--- src/rtl/csa_serial_adder_pkg.sv ---
// Shared definitions for the nibble-serial adder: slice width, FSM encoding,
// and the signed-overflow rule applied on the final nibble.
package csa_serial_adder_pkg;

  localparam int NIBBLE_W = 4;

  // Code 2'd3 is unused and recovers to S_IDLE.
  typedef enum logic [1:0] {
    S_IDLE = 2'd0,
    S_RUN  = 2'd1,
    S_DONE = 2'd2
  } state_t;

  // Overflow means the operands share a sign and the result sign differs from it.
  function automatic logic signed_ovf(input logic a_msb, input logic b_msb, input logic s_msb);
    return (a_msb == b_msb) && (s_msb != a_msb);
  endfunction

endpackage

--- src/rtl/csa_serial_adder_csa.sv ---
// 4-bit carry-select slice: the low half ripples, and the high half is computed
// for both carry-in values and then selected by the low-half carry.
module CSA_block_timed
  import csa_serial_adder_pkg::*;
(
  output logic [NIBBLE_W-1:0] sum,
  output logic                c_out,
  input  logic [NIBBLE_W-1:0] a,
  input  logic [NIBBLE_W-1:0] b,
  input  logic                c_in
);

  localparam int LO_W = NIBBLE_W / 2;
  localparam int HI_W = NIBBLE_W - LO_W;

  logic [LO_W:0]   c_lo;
  logic [HI_W:0]   c_hi0;
  logic [HI_W:0]   c_hi1;
  logic [HI_W-1:0] s_hi0;
  logic [HI_W-1:0] s_hi1;

  assign c_lo[0]  = c_in;
  assign c_hi0[0] = 1'b0;
  assign c_hi1[0] = 1'b1;

  genvar gi;
  generate
    for (gi = 0; gi < LO_W; gi++) begin : g_lo
      assign sum[gi]      = a[gi] ^ b[gi] ^ c_lo[gi];
      assign c_lo[gi + 1] = (a[gi] & b[gi]) | (c_lo[gi] & (a[gi] ^ b[gi]));
    end
    for (gi = 0; gi < HI_W; gi++) begin : g_hi
      assign s_hi0[gi]     = a[LO_W + gi] ^ b[LO_W + gi] ^ c_hi0[gi];
      assign c_hi0[gi + 1] = (a[LO_W + gi] & b[LO_W + gi]) | (c_hi0[gi] & (a[LO_W + gi] ^ b[LO_W + gi]));
      assign s_hi1[gi]     = a[LO_W + gi] ^ b[LO_W + gi] ^ c_hi1[gi];
      assign c_hi1[gi + 1] = (a[LO_W + gi] & b[LO_W + gi]) | (c_hi1[gi] & (a[LO_W + gi] ^ b[LO_W + gi]));
    end
  endgenerate

  assign sum[NIBBLE_W-1:LO_W] = c_lo[LO_W] ? s_hi1 : s_hi0;
  assign c_out                = c_lo[LO_W] ? c_hi1[HI_W] : c_hi0[HI_W];

endmodule

--- src/rtl/csa_serial_adder.sv ---
// Multi-cycle WIDTH-bit adder: one nibble per cycle through a single 4-bit
// carry-select slice, LSB first, with the slice carry registered between cycles.
module csa_serial_adder
  import csa_serial_adder_pkg::*;
#(
  parameter int WIDTH = 16
) (
  input  logic             clk,
  input  logic             rst,
  input  logic             start,
  input  logic [WIDTH-1:0] a,
  input  logic [WIDTH-1:0] b,
  input  logic             c_in,
  output logic             busy,
  output logic             done,
  output logic [WIDTH-1:0] sum,
  output logic             c_out,
  output logic             overflow
);

  localparam int NIBBLES = WIDTH / NIBBLE_W;
  localparam int CNT_W   = $clog2(NIBBLES);
  localparam logic [CNT_W-1:0] CNT_LAST = CNT_W'(NIBBLES - 1);

  state_t             state_q, state_d;
  logic [WIDTH-1:0]   a_sh_q, a_sh_d;
  logic [WIDTH-1:0]   b_sh_q, b_sh_d;
  logic [WIDTH-1:0]   sum_q, sum_d;
  logic [CNT_W-1:0]   cnt_q, cnt_d;
  logic               cy_q, cy_d;
  logic               a_msb_q, a_msb_d;
  logic               b_msb_q, b_msb_d;
  logic               c_out_q, c_out_d;
  logic               ovf_q, ovf_d;

  logic [NIBBLE_W-1:0] slice_sum;
  logic                slice_c_out;

  CSA_block_timed u_slice (
    .sum   (slice_sum),
    .c_out (slice_c_out),
    .a     (a_sh_q[NIBBLE_W-1:0]),
    .b     (b_sh_q[NIBBLE_W-1:0]),
    .c_in  (cy_q)
  );

  always_ff @(posedge clk) begin
    if (rst) begin
      state_q <= S_IDLE;
      a_sh_q  <= '0;
      b_sh_q  <= '0;
      sum_q   <= '0;
      cnt_q   <= '0;
      cy_q    <= 1'b0;
      a_msb_q <= 1'b0;
      b_msb_q <= 1'b0;
      c_out_q <= 1'b0;
      ovf_q   <= 1'b0;
    end else begin
      state_q <= state_d;
      a_sh_q  <= a_sh_d;
      b_sh_q  <= b_sh_d;
      sum_q   <= sum_d;
      cnt_q   <= cnt_d;
      cy_q    <= cy_d;
      a_msb_q <= a_msb_d;
      b_msb_q <= b_msb_d;
      c_out_q <= c_out_d;
      ovf_q   <= ovf_d;
    end
  end

  always_comb begin
    state_d = state_q;
    a_sh_d  = a_sh_q;
    b_sh_d  = b_sh_q;
    sum_d   = sum_q;
    cnt_d   = cnt_q;
    cy_d    = cy_q;
    a_msb_d = a_msb_q;
    b_msb_d = b_msb_q;
    c_out_d = c_out_q;
    ovf_d   = ovf_q;
    case (state_q)
      S_IDLE: begin
        if (start) begin
          a_sh_d  = a;
          b_sh_d  = b;
          cy_d    = c_in;
          cnt_d   = '0;
          a_msb_d = a[WIDTH-1];
          b_msb_d = b[WIDTH-1];
          sum_d   = '0;
          c_out_d = 1'b0;
          ovf_d   = 1'b0;
          state_d = S_RUN;
        end
      end
      S_RUN: begin
        sum_d  = {slice_sum, sum_q[WIDTH-1:NIBBLE_W]};
        a_sh_d = {{NIBBLE_W{1'b0}}, a_sh_q[WIDTH-1:NIBBLE_W]};
        b_sh_d = {{NIBBLE_W{1'b0}}, b_sh_q[WIDTH-1:NIBBLE_W]};
        cy_d   = slice_c_out;
        cnt_d  = cnt_q + CNT_W'(1);
        if (cnt_q == CNT_LAST) begin
          // Final flags are registered here so they are valid in the DONE cycle.
          cnt_d   = '0;
          c_out_d = slice_c_out;
          ovf_d   = signed_ovf(a_msb_q, b_msb_q, slice_sum[NIBBLE_W-1]);
          state_d = S_DONE;
        end
      end
      S_DONE: state_d = S_IDLE;
      default: state_d = S_IDLE;
    endcase
  end

  assign busy     = (state_q != S_IDLE);
  assign done     = (state_q == S_DONE);
  assign sum      = sum_q;
  assign c_out    = c_out_q;
  assign overflow = ovf_q;

endmodule

--- config.mk ---
export PLATFORM = sky130hd
export DESIGN_NAME = csa_serial_adder
export DESIGN_NICKNAME = d
export VERILOG_FILES = /design/src/rtl/csa_serial_adder_pkg.sv /design/src/rtl/csa_serial_adder_csa.sv /design/src/rtl/csa_serial_adder.sv
export SDC_FILE = /design/constraint.sdc
export NUM_CORES = 1
export LEC_CHECK = 0
export CORE_AREA = 8 8 77 79
export DETAILED_ROUTE_END_ITERATION = 10
export DIE_AREA = 0 0 85 87
export GPL_TIMING_DRIVEN = 1
export HOLD_SLACK_MARGIN = 0.05
export PLACE_DENSITY = 0.9
export SLEW_MARGIN = 5
export SYNTH_ARGS = -nofsm -noshare
export SYNTH_HDL_FRONTEND = slang
export SYNTH_SLANG_ARGS = --single-unit
--- constraint.sdc ---
create_clock -name clk -period 6.76 [get_ports clk]
set_input_delay 1.69 -clock clk [delete_from_list [all_inputs] [get_ports clk]]
set_output_delay 1.69 -clock clk [all_outputs]
set_load 0.02 [all_outputs]
# Word-level counts from Yosys, hierarchy flattened
# Index checks and enable logic that the tools add are counted.
classes:
  add_sub_neg: 1
  eq_ne: 7
  muxes: 21
  bitwise: 22
  reduce_logical: 8
op_table:
  columns: ["cell", "n"]
  rows:
  - ["one-hot mux 16 bit (2 select lines)", 3]
  - ["two-way mux 16 bit", 3]
  - ["two-way mux 2 bit", 5]
  - ["AND 1 bit", 8]
  - ["one-hot mux 2 bit (2 select lines)", 2]
  - ["bitwise XOR 1 bit", 8]
  - ["one-hot mux 1 bit (2 select lines)", 3]
  - ["AND reduction 2 bit", 3]
  - ["two-way mux 1 bit", 5]
  - ["OR 1 bit", 5]
  - ["== test 2 bit (second input constant)", 2]
  - ["!= test 2 bit (second input constant)", 2]
  - ["nonzero test 2 bit", 2]
  - ["AND reduction 3 bit", 1]
  - ["adder 2 x 1 -> 2 bit (second input constant)", 1]
  - ["== test 2 x 1 -> 1 bit (second input constant)", 1]
  - ["logical NOT 2 bit", 1]
  - ["== test 1 bit", 1]
  - ["logical AND 1 bit", 1]
  - ["!= test 1 bit", 1]
  - ["NOT 1 bit", 1]
totals:
  regBits: 57
  inputBits: 36
  output_inout_bits: 20
  elab_cells: 69

# Longest topological paths before layout
# Gate-level depths: netlist (run 1).
depth:
  depth_word: 10
  mapped_depth: 10
  mapped_depth_nobuf: 10

# Modules after synthesis
# Synthesis (run 1) repeated with hierarchy kept, for this count alone.
hier_totals:
  hier_cells: 304
  hier_area_um2: 2432.3
modules_own_cells:
  columns: ["module", "n_inst", "cells_per_inst", "area_each_um2", "seq_area_each_um2"]
  rows:
  - ["csa_serial_adder", 1, 285, 2288.4, 1141.1]
  - ["CSA_block_timed", 1, 19, 143.9, 0.0]

# Worst setup path before layout (run 1)
# Ideal clock, no wire load.
synth_timing:
  path_kind: "input to register"
  from: "in start"
  to: "reg ovf_q (netlist: overflow)"
  setup_time_ns: 0.117
  arrival_time_ns: 2.395
  required_ns: 6.643
  slack_ns: 4.248
  path_stages: 3
  n_path_buf: 1
  path_cell_list: "or3b_4 buf_6 a32o_1"
synth_between:
  elab_chain_len: 2
synth_rtl:
  columns: ["item", "line_no", "rtl"]
  rows:
  - ["start, declared", "csa_serial_adder.sv:10", "input logic start,"]
  - ["!= test 2 bit (no source line)", null, null]
  - ["AND reduction 3 bit (no source line)", null, null]
  - ["end signal, assigned", "csa_serial_adder.sv:69", "ovf_q <= ovf_d;"]
  - ["end, declared", "csa_serial_adder.sv:34", "logic ovf_q, ovf_d;"]
# Every way passes these cells.
# A chain may end at the register's enable or synchronous reset.

# Worst setup path in the final report (run 1)
layout_timing:
  from: "reg state_q[0]"
  to: "out busy"
layout_between:
  elab_chain_len: 1
layout_rtl:
  columns: ["item", "line_no", "rtl"]
  rows:
  - ["start, declared", "csa_serial_adder.sv:25", "state_t state_q, state_d;"]
  - ["start signal, assigned", "csa_serial_adder.sv:60", "state_q <= state_d;"]
  - ["nonzero test 2 bit", "csa_serial_adder.sv:118", "assign busy = (state_q != S_IDLE);"]
  - ["end, declared", "csa_serial_adder.sv:14", "output logic busy,"]
# Every way passes these cells.

==> results.py, run 1 <==
metrics = {
    "setup_path": {
        "critPathArrivalTime_ps": 1610,
        "cp-end-kind": "output port",
        "worstSetupPathType": "reg2out",
        "critPathSlowestCell": "clkdlybuf4s50_1",
        "cp_cell_sequence": "or2_2 -> clkdlybuf4s50_1",
        "ff2ff_setup_slack_ps": 4410,
        "start_kind": "flip-flop",
        "cpPeakStageDelay_ps": 590,
        "cp_max_fo": 9,
        "critical_path_required_ps": 5070,
    },
    "pwr": {
        "comb_power_share_pct": 13.9,
        "power_density_mw_per_mm2": 283,
        "clock_power_share_pct": 45.4,
        "max-vdd-ir-drop_mv": 0.149,
        "p_int_mw": 0.694,
        "switchingPower_mw": 0.218,
        "switching_share_pct": 23.9,
        "p_seq_share_pct": 40.7,
        "cellLeakagePower_nw": 1.23,
        "power.total_mw": 0.912,
    },
    "placed_design": {
        "place_congestion": 0.743,
        "detailed_place_hpwl_um": 3980,
        "portBuffers": 55,
        "dp.cells": 376,
    },
    "finish": {
        "drive_above_1_share_pct": 11.0,
        "diodes": 0,
        "num-nets-final": 373,
        "fillCellCount": 394,
        "finalNonFillerCells": 392,
        "multi_input_area_mm2": 0.00117,
        "regArea_mm2": 0.00114,
        "area_delta_synth_final_pct": 29.7,
    },
    "floorplan": {
        "pin_count": 56,
        "start_util_pct": 51.4,
        "design.core.area_mm2": 0.00485,
        "die_width_um": 85,
        "die_y_um": 87,
        "rows": 26,
        "dieArea_mm2": 0.00740,
    },
    "clocking": {
        "cts_sinks": 57,
        "clk_pin_slew_ps": 60,
        "cts_setup_buffers": 0,
        "htree_levels": 3,
        "cts_buffers": 9,
        "clock_latency_ps": 340,
        "cts_tree": "done",
        "cts_resized": 0,
        "clockRootBuffer": "clkbuf_8",
        "ctsHoldBuffers": 0,
        "clockBufferDepth": 2,
    },
    "yosys": {
        "ys_seq_area_share_pct": 45.8,
        "syn_avg_cell_area_um2": 8.68,
        "synth_area_mm2": 0.00249,
        "ys_seq_elements": 57,
        "synth_fp_nets": 329,
        "yosys_warnings": 0,
        "synth_top_cell_area_share_pct": 45.8,
        "synth_cell_type_count": 31,
        "synthCells": 287,
        "yosysTopAreaCell": "dfxtp_1",
        "yosys-top-cells-area": "dfxtp_1, a21oi_1, nand2_1",
    },
    "sta": {
        "fin_crit_sh_pct": 48.8,
        "timing.slew.headroom_pct": 25.5,
        "finalCriticalPeriod_ps": 3300,
        "final_max_slew_viol_count": 0,
        "fin_tns_setup_ps": 0,
        "finalSetupViolCount": 0,
        "rsz0062_at_grt": "no",
        "hold_viol": 0,
        "finClkSkew_ps": 8.60,
        "tightest_slew_ps": 1120,
        "clock.fmax_ghz": 0.303,
    },
    "detailed_routing": {
        "first_iter_violations": 218,
        "dr.pass1.iters": 4,
        "ant_nets": 0,
        "viasPerCell": 5.58,
        "vias": 2188,
        "wl_um": 5900,
        "drc": 0,
        "avgRoutedWirePerCell_um": 15.0,
    },
    "global_routing": {
        "antenna_found_initial": 0,
        "grt_pass1_wl_um": 9660,
        "grt_start_max_net_pins": 58,
        "grt_use_total_pct": 16.6,
        "overflow": 0,
        "grt_pass1_vias": 2171,
    },
    "job": {
        "cap_violations": 0,
    },
    "run_status": {
        "status": "finished clean",
    },
    "hold_path": {
        "hp-class": "reg2reg",
    },
}
==> power groups by stage <==
stage	Sequential, mW	Combinational (mW)	Clock, mW
3_5_place_dp	0.378	0.126	0
3_3_place_gp	0.377	0.121	0
6_report	0.371	0.127	0.414
5_1_grt	0.373	0.139	0.440
2_1_floorplan	0.377	0.0882	0
4_1_cts	0.371	0.128	0.421
==> state kept, by name (all words and copies together) (netlist names) <==
signal / cells
cy_q: 1
c_out: 1
b_sh_q: 16
b_msb_q: 1
state_q: 2
overflow: 1
sum: 16
a_msb_q: 1
a_sh_q: 16
cnt_q: 2
==> worst max-delay path, delay by kind of cell, from the launching register on <==
kind	cells	cell delay, ps
buffers and inverters	1	590
DFF	1	500
and+or+nand+nor	1	170
==> worst paths after layout <==
path	start	to	cells past startpoint
setup reg to reg	a_sh_q[0]	overflow	10
setup / recovery	state_q[0]	busy	2
hold / removal	sum[0]	sum[0]	2
hold reg to reg	sum[0]	sum[0]	2
==> Yosys cell counts <==
| library cell | n |
|---|---|
| or3b_4 | 1 |
| dfxtp_1 | 57 |
| a211oi_2 | 8 |
| a221oi_2 | 3 |
| nand2_1 | 49 |
| fa_1 | 3 |
| buf_6 | 5 |
| inv_1 | 6 |
| a211oi_1 | 11 |
| clkbuf_1 | 5 |
| nor3b_2 | 1 |
| nor2_1 | 30 |
| xor2_1 | 1 |
| a221oi_1 | 2 |
| o21ba_2 | 1 |
| nand2b_1 | 3 |
| or3_1 | 1 |
| a311oi_2 | 1 |
| a22oi_1 | 7 |
| o22ai_1 | 1 |
| ha_1 | 3 |
| nor2b_1 | 3 |
| a32o_1 | 1 |
| buf_2 | 10 |
| buf_4 | 5 |
| or2_2 | 1 |
| o21a_1 | 1 |
| nand3_1 | 18 |
| nand3b_1 | 1 |
| a21oi_1 | 47 |
| o21bai_1 | 1 |
==> cell type report <==
cell class	instances	area share [%]
inverter	6	0.697
multi-input combinational	199	36.2
clock buffer	10	3.95
tap	56	2.17
timing repair buffer	58	17.6
clock inverter	6	4.03
sequential	57	35.3
==> routing by layer <==
metal  share of wire (%)  global-route usage [%]  wire length, um
met1                  41                    17.7             2420
met2                  49                    27.6             2910
met3                 7.6                    7.26              448
met4                 1.9                    7.61              114
met5                   0                       0                0
==> stage by stage <==
stage | hold slack (ps) | instance area [um2] | util [%] | setup WS [ps]
global route | 481 | 3230 | 66.6 | 3410
detailed placement | 457 | 2970 | 61.3 | 3640
floorplan | 437 | 2490 | - | 4250
CTS | 466 | 3230 | 66.6 | 3450
global placement | 447 | 2970 | 61.3 | 3670
finish | 466 | 3230 | 66.6 | 3460
==> cells in the final DEF (no fill, tap or decap) <==
master,instances
dfxtp_1,57
clkdlybuf4s50_1,54
nand2_1,49
a21oi_1,47
nor2_1,30
nand3_1,18
a211oi_1,11
clkbuf_8,9
a211oi_2,8
a22oi_1,7
inv_1,6
bufinv_16,4
nand2b_1,3
a221oi_2,3
fa_1,3
ha_1,3
buf_4,3
nor2b_1,2
a221oi_1,2
clkinv_2,2
or2_2,1
o21ba_2,1
nor2b_2,1
a311oi_2,1
nor3b_2,1
or3b_4,1
nand3b_1,1
o22ai_1,1
a32o_1,1
o21bai_2,1
xor2_1,1
or3_1,1
o21a_1,1
clkbuf_1,1
buf_2,1
==> cells by family after synthesis <==
group,synth area share (%)
compound gates,23.7
xor+xnor,0.352
fa+ha+maj,3.92
buf+inv,7.44
flops,45.8
simple gates,18.8
No activity file was read; power rests on OpenSTA's default activity.
==> run 2: changes to the inputs <==
--- a/config.mk
+++ b/config.mk
@@ -5,12 +5,12 @@
 export SDC_FILE = /design/constraint.sdc
 export NUM_CORES = 1
 export LEC_CHECK = 0
-export CORE_AREA = 8 8 77 79
+export CORE_AREA = 8 8 84 86
 export DETAILED_ROUTE_END_ITERATION = 10
-export DIE_AREA = 0 0 85 87
+export DIE_AREA = 0 0 92 94
 export GPL_TIMING_DRIVEN = 1
 export HOLD_SLACK_MARGIN = 0.05
-export PLACE_DENSITY = 0.9
+export PLACE_DENSITY = 0.8
 export SLEW_MARGIN = 5
 export SYNTH_ARGS = -nofsm -noshare
 export SYNTH_HDL_FRONTEND = slang
==> constraint.sdc (replaced) <==
create_clock -name clk -period 2.9 [get_ports clk]
set_input_delay 0.725 -clock clk [delete_from_list [all_inputs] [get_ports clk]]
set_output_delay 0.725 -clock clk [all_outputs]
set_load 0.02 [all_outputs]
==> run 2 against run 1 <==
Net effect: register-to-register slack got worse by 3800 ps; routed wire length about the same; design area rose by 0.31%; first-iteration DRC count down 47%; die area grew 17%; count of clock-buffer cells in the layout up 3; worst hold slack worse by 0.96 ps; core utilization down 10 points; combinational power is 130% higher; critical path depth did not move; sequential cell count unchanged; cell count up 5.1%; critical path type unchanged; highest routed layer unchanged.
==> results.py, run 2 (same netlist as run 1, synthesis figures left out) <==
metrics = {
    "clocking": {
        "clockRootBuffer": "clkbuf_8",
        "clk_pin_slew_ps": 60,
        "ctsHoldBuffers": 0,
        "cts_tree": "done",
        "cts_resized": 0,
        "clock_latency_ps": 330,
        "cts_setup_buffers": 0,
        "cts_buffers": 9,
        "clockBufferDepth": 2,
        "cts_sinks": 57,
        "htree_levels": 3,
    },
    "floorplan": {
        "pin_count": 56,
        "rows": 28,
        "start_util_pct": 43.3,
        "dieArea_mm2": 0.00865,
        "die_y_um": 94,
        "die_width_um": 92,
        "design.core.area_mm2": 0.00575,
    },
    "finish": {
        "area_delta_synth_final_pct": 30.1,
        "regArea_mm2": 0.00114,
        "fin_area_mm2": 0.00324,
        "final_common_cell": "dfxtp_1",
        "finalNonFillerCells": 412,
        "fillCellCount": 544,
        "num-nets-final": 375,
        "drive_above_1_share_pct": 11.3,
        "diodes": 0,
        "mostFrequentLayoutCells": "dfxtp_1, clkdlybuf4s50_1, nand2_1",
        "final_core_util_pct": 56.4,
        "multi_input_area_mm2": 0.00117,
    },
    "setup_path": {
        "critical-path-top-delay-family": "buffers and inverters",
        "start_kind": "flip-flop",
        "cp_max_fo": 9,
        "cp_cell_sequence": "nor2b_1 -> clkdlybuf4s50_1",
        "cp.buffers_inverters": 1,
        "cpPeakStageDelay_ps": 610,
        "cp-end-kind": "output port",
        "critPathArrivalTime_ps": 1590,
        "critPathSlowestCell": "clkdlybuf4s50_1",
        "worstSetupPathType": "reg2out",
        "critical_path_required_ps": 2170,
    },
    "sta": {
        "clock.fmax_ghz": 0.432,
        "finalSetupViolCount": 0,
        "fin_crit_sh_pct": 79.8,
        "tightest_slew_ps": 607,
        "setup_slack_ps": 587,
        "finalCriticalPeriod_ps": 2310,
        "timing.slew.headroom_pct": 59.5,
        "final_max_slew_viol_count": 0,
        "hold_viol": 0,
        "rsz0062_at_grt": "no",
        "fin_tns_setup_ps": 0,
        "timing.hold.ws_ps": 465,
        "finClkSkew_ps": 7.22,
    },
    "pwr": {
        "power_density_mw_per_mm2": 620,
        "power.total_mw": 2.01,
        "max-vdd-ir-drop_mv": 0.323,
        "cellLeakagePower_nw": 1.23,
    },
    "global_routing": {
        "grt_pass1_vias": 2074,
        "grt_use_total_pct": 14.1,
        "grt_pass1_wl_um": 9760,
        "antenna_found_initial": 0,
        "overflow": 0,
        "grt_start_max_net_pins": 44,
    },
    "detailed_routing": {
        "vias": 2150,
        "avgRoutedWirePerCell_um": 14.3,
        "wl_um": 5890,
        "dr.pass1.iters": 4,
        "viasPerCell": 5.22,
        "drc": 0,
        "ant_nets": 0,
        "first_iter_violations": 116,
    },
    "placed_design": {
        "detailed_place_hpwl_um": 4000,
        "placed_area_mm2": 0.00301,
        "dp.cells": 397,
        "portBuffers": 55,
        "dpl_worst_slack_ps": 684,
        "place_congestion": 0.760,
    },
    "run_status": {
        "status": "finished clean",
    },
    "hold_path": {
        "hp-class": "reg2reg",
    },
    "job": {
        "cap_violations": 0,
    },
}
==> run 2: changes by cell type in the layout (fill, tap and decap cells not counted) <==
cell,change
buf_4,+2
bufinv_16,-2
clkbuf_8,+3
clkinv_2,-2
==> run 2: routing by layer <==
layer / track usage, % / vias up / part of all wire, % / wire [um]
li1: - / 1084 / - / -
met1: 16.7 / 979 / 45 / 2650
met2: 21.0 / 67 / 45 / 2670
met3: 4.72 / 20 / 6.0 / 354
met4: 10.2 / 0 / 3.8 / 223
met5: 0 / - / 0 / 0
==> run 2: worst min-delay path, stage by stage, from the launching register on <==
cell     delay, ps
dfxtp_1        310
nand3_1         60
a21oi_1         60
==> run 2: area by class of cell <==
cell class                      count  area share [%]
Clock inverter                      2            1.85
Timing Repair Buffer               60            18.0
Inverter                            6           0.695
Clock buffer                       13            5.21
Multi-Input combinational cell    199            36.1
Sequential cell                    57            35.2
Tap cell                           75            2.90
==> run 2: power by group <==
part	internal, mW	total (mW)	switching, mW
sequential	0.833	0.865	0.0317
clock	0.550	0.850	0.300
combinational	0.132	0.293	0.161
total	1.51	2.01	0.493
==> run 2: final timing paths <==
check	endpoint	startpoint	depth (start not counted)	slack, ps
worst max register to register	overflow	a_sh_q[0]	10	640
worst min register to register	sum[2]	sum[2]	2	460
worst min-delay path	sum[2]	sum[2]	2	460
worst max-delay path	done	state_q[1]	2	590
==> run 3: changes to the inputs <==
--- a/config.mk
+++ b/config.mk
@@ -5,12 +5,12 @@
 export SDC_FILE = /design/constraint.sdc
 export NUM_CORES = 1
 export LEC_CHECK = 0
-export CORE_AREA = 8 8 84 86
+export CORE_AREA = 8 8 80 82
 export DETAILED_ROUTE_END_ITERATION = 10
-export DIE_AREA = 0 0 92 94
+export DIE_AREA = 0 0 88 90
 export GPL_TIMING_DRIVEN = 1
 export HOLD_SLACK_MARGIN = 0.05
-export PLACE_DENSITY = 0.8
+export PLACE_DENSITY = 0.84
 export SLEW_MARGIN = 5
 export SYNTH_ARGS = -nofsm -noshare
 export SYNTH_HDL_FRONTEND = slang
==> constraint.sdc (replaced) <==
create_clock -name clk -period 2.17 [get_ports clk]
set_input_delay 0.5425 -clock clk [delete_from_list [all_inputs] [get_ports clk]]
set_output_delay 0.5425 -clock clk [all_outputs]
set_load 0.02 [all_outputs]
==> run 3 against run 2 <==
Net effect: non-clock buffer count grew 5; cell count grew 0.73%; clock skew grew 1.4 ps; global-route usage grew 1.6 points; setup slack lost 510 ps; combinational power grew 44%; sequential share of layout area shrank 0.46 points; critical endpoint is now overflow; sequential cell count is the same; register-to-register slack lost 560 ps.
==> results.py, run 3 (same netlist as run 1, synthesis figures left out) <==
metrics = {
    "clocking": {
        "clockBufferDepth": 2,
        "htree_levels": 3,
        "clockRootBuffer": "clkbuf_8",
        "cts_tree": "done",
        "clock_latency_ps": 340,
        "cts_setup_buffers": 0,
        "ctsHoldBuffers": 0,
        "cts_buffers": 9,
        "clk_pin_slew_ps": 70,
        "cts_sinks": 57,
    },
    "sta": {
        "fin_tns_setup_ps": 0,
        "tightest_slew_ps": 438,
        "final_max_slew_viol_count": 0,
        "finClkSkew_ps": 8.65,
        "fin_crit_sh_pct": 96.5,
        "timing.slew.headroom_pct": 70.8,
        "clock.fmax_ghz": 0.478,
        "finalSetupViolCount": 0,
        "finalCriticalPeriod_ps": 2090,
        "hold_viol": 0,
    },
    "detailed_routing": {
        "wl_um": 5950,
        "ant_nets": 0,
        "first_iter_violations": 105,
        "avgRoutedWirePerCell_um": 14.3,
        "drc": 0,
        "viasPerCell": 5.27,
        "dr.pass1.iters": 4,
        "vias": 2185,
    },
    "placed_design": {
        "place_congestion": 0.751,
        "portBuffers": 55,
        "placed_area_mm2": 0.00308,
        "detailed_place_hpwl_um": 4140,
    },
    "floorplan": {
        "pin_count": 56,
        "start_util_pct": 47.6,
        "design.core.area_mm2": 0.00524,
        "rows": 27,
        "die_width_um": 88,
        "die_y_um": 90,
        "dieArea_mm2": 0.00792,
    },
    "pwr": {
        "p_int_mw": 1.87,
        "switching_share_pct": 26.6,
        "p_seq_share_pct": 45.4,
        "switchingPower_mw": 0.678,
        "power.total_mw": 2.55,
        "max-vdd-ir-drop_mv": 0.454,
        "power_density_mw_per_mm2": 774,
        "comb_power_share_pct": 16.6,
        "clock_power_share_pct": 38.0,
        "cellLeakagePower_nw": 1.24,
    },
    "run_status": {
        "status": "finished clean",
    },
    "global_routing": {
        "grt_use_met1_pct": 17.7,
        "use_met3_pct": 5.91,
        "grt_use_total_pct": 15.7,
        "busiest_layer": "met2",
        "use_met2_pct": 25.1,
        "grt_pass1_wl_um": 9820,
        "overflow": 0,
        "antenna_found_initial": 0,
        "grt_start_max_net_pins": 44,
        "grt_pass1_vias": 2168,
    },
    "finish": {
        "final_core_util_pct": 62.9,
        "num-nets-final": 380,
        "drive_above_1_share_pct": 16.0,
        "area_delta_synth_final_pct": 32.3,
        "fin_area_mm2": 0.00329,
        "mostFrequentLayoutCells": "dfxtp_1, clkdlybuf4s50_1, nand2_1",
        "diodes": 0,
    },
    "setup_path": {
        "worstSetupPathType": "reg2reg",
        "start_kind": "flip-flop",
        "critical_path_required_ps": 2400,
        "cp_max_fo": 3,
        "cp-end-kind": "flip-flop",
        "critPathArrivalTime_ps": 2330,
    },
    "job": {
        "cap_violations": 0,
    },
    "hold_path": {
        "hp-class": "reg2reg",
    },
}
==> run 3: cell types whose count changed in the layout (fill, tap and decap cells not counted), sizes merged <==
cell / before / now
clkinvlp: 0 / 2
clkbuf: 13 / 11
clkinv: 0 / 2
buf: 6 / 11
bufinv: 2 / 1
==> run 3: final cells by class <==
type / instances / area (um2)
fillers: 455 / 1940
flip-flops and latches: 57 / 1140
repair buffers: 65 / 658
clock inverters: 5 / 55.1
clock buffers: 11 / 141
well taps: 72 / 90.1
inverters: 6 / 22.5
multi-input cells: 199 / 1180
==> run 3: final timing paths <==
path | depth (start not counted) | start | to | slack, ps
min | 2 | b_sh_q[15] | b_sh_q[15] | 460
max reg2reg | 10 | a_sh_q[0] | overflow | 80
max | 10 | a_sh_q[0] | overflow | 80
min reg2reg | 2 | b_sh_q[15] | b_sh_q[15] | 460
==> run 3: critical path, cell delays in order, from the launching register on <==
cell	delay (ps)
dfxtp_2	330
inv_2	40
fa_2	370
inv_2	60
fa_2	220
nor2_2	40
a21oi_2	100
fa_1	450
nand2b_1	90
o22ai_1	70
a32o_1	210
==> run 3: power groups by stage <==
stage	Clock, mW	Sequential (mW)	Combinational, mW
4_1_cts	0.979	1.16	0.425
3_5_place_dp	0	1.18	0.417
2_1_floorplan	0	1.17	0.275
3_3_place_gp	0	1.17	0.410
6_report	0.969	1.16	0.423
5_1_grt	1.04	1.16	0.466
==> run 3: per-stage QoR <==
stage	setup WS, ps	hold slack [ps]	instances
after floorplan	54.6	437	287
after global placement	30.1	446	399
after detailed placement	-22.6	451	399
after CTS	3.01	459	415
after global routing	-5.98	488	415
final	76.1	459	415
==> run 3: metal layers <==
metal / wire [um] / share of wire (%)
met1: 2440 / 41
met2: 2920 / 49
met3: 454 / 7.6
met4: 131 / 2.2
met5: 0 / 0
==> run 3: repair_timing <==
action                                  in CTS  in global routing
pin swaps                                    2                  2
resized for setup                            7                  4
endpoints found under the setup margin       1                  5
hold endpoints to repair                     0                  0
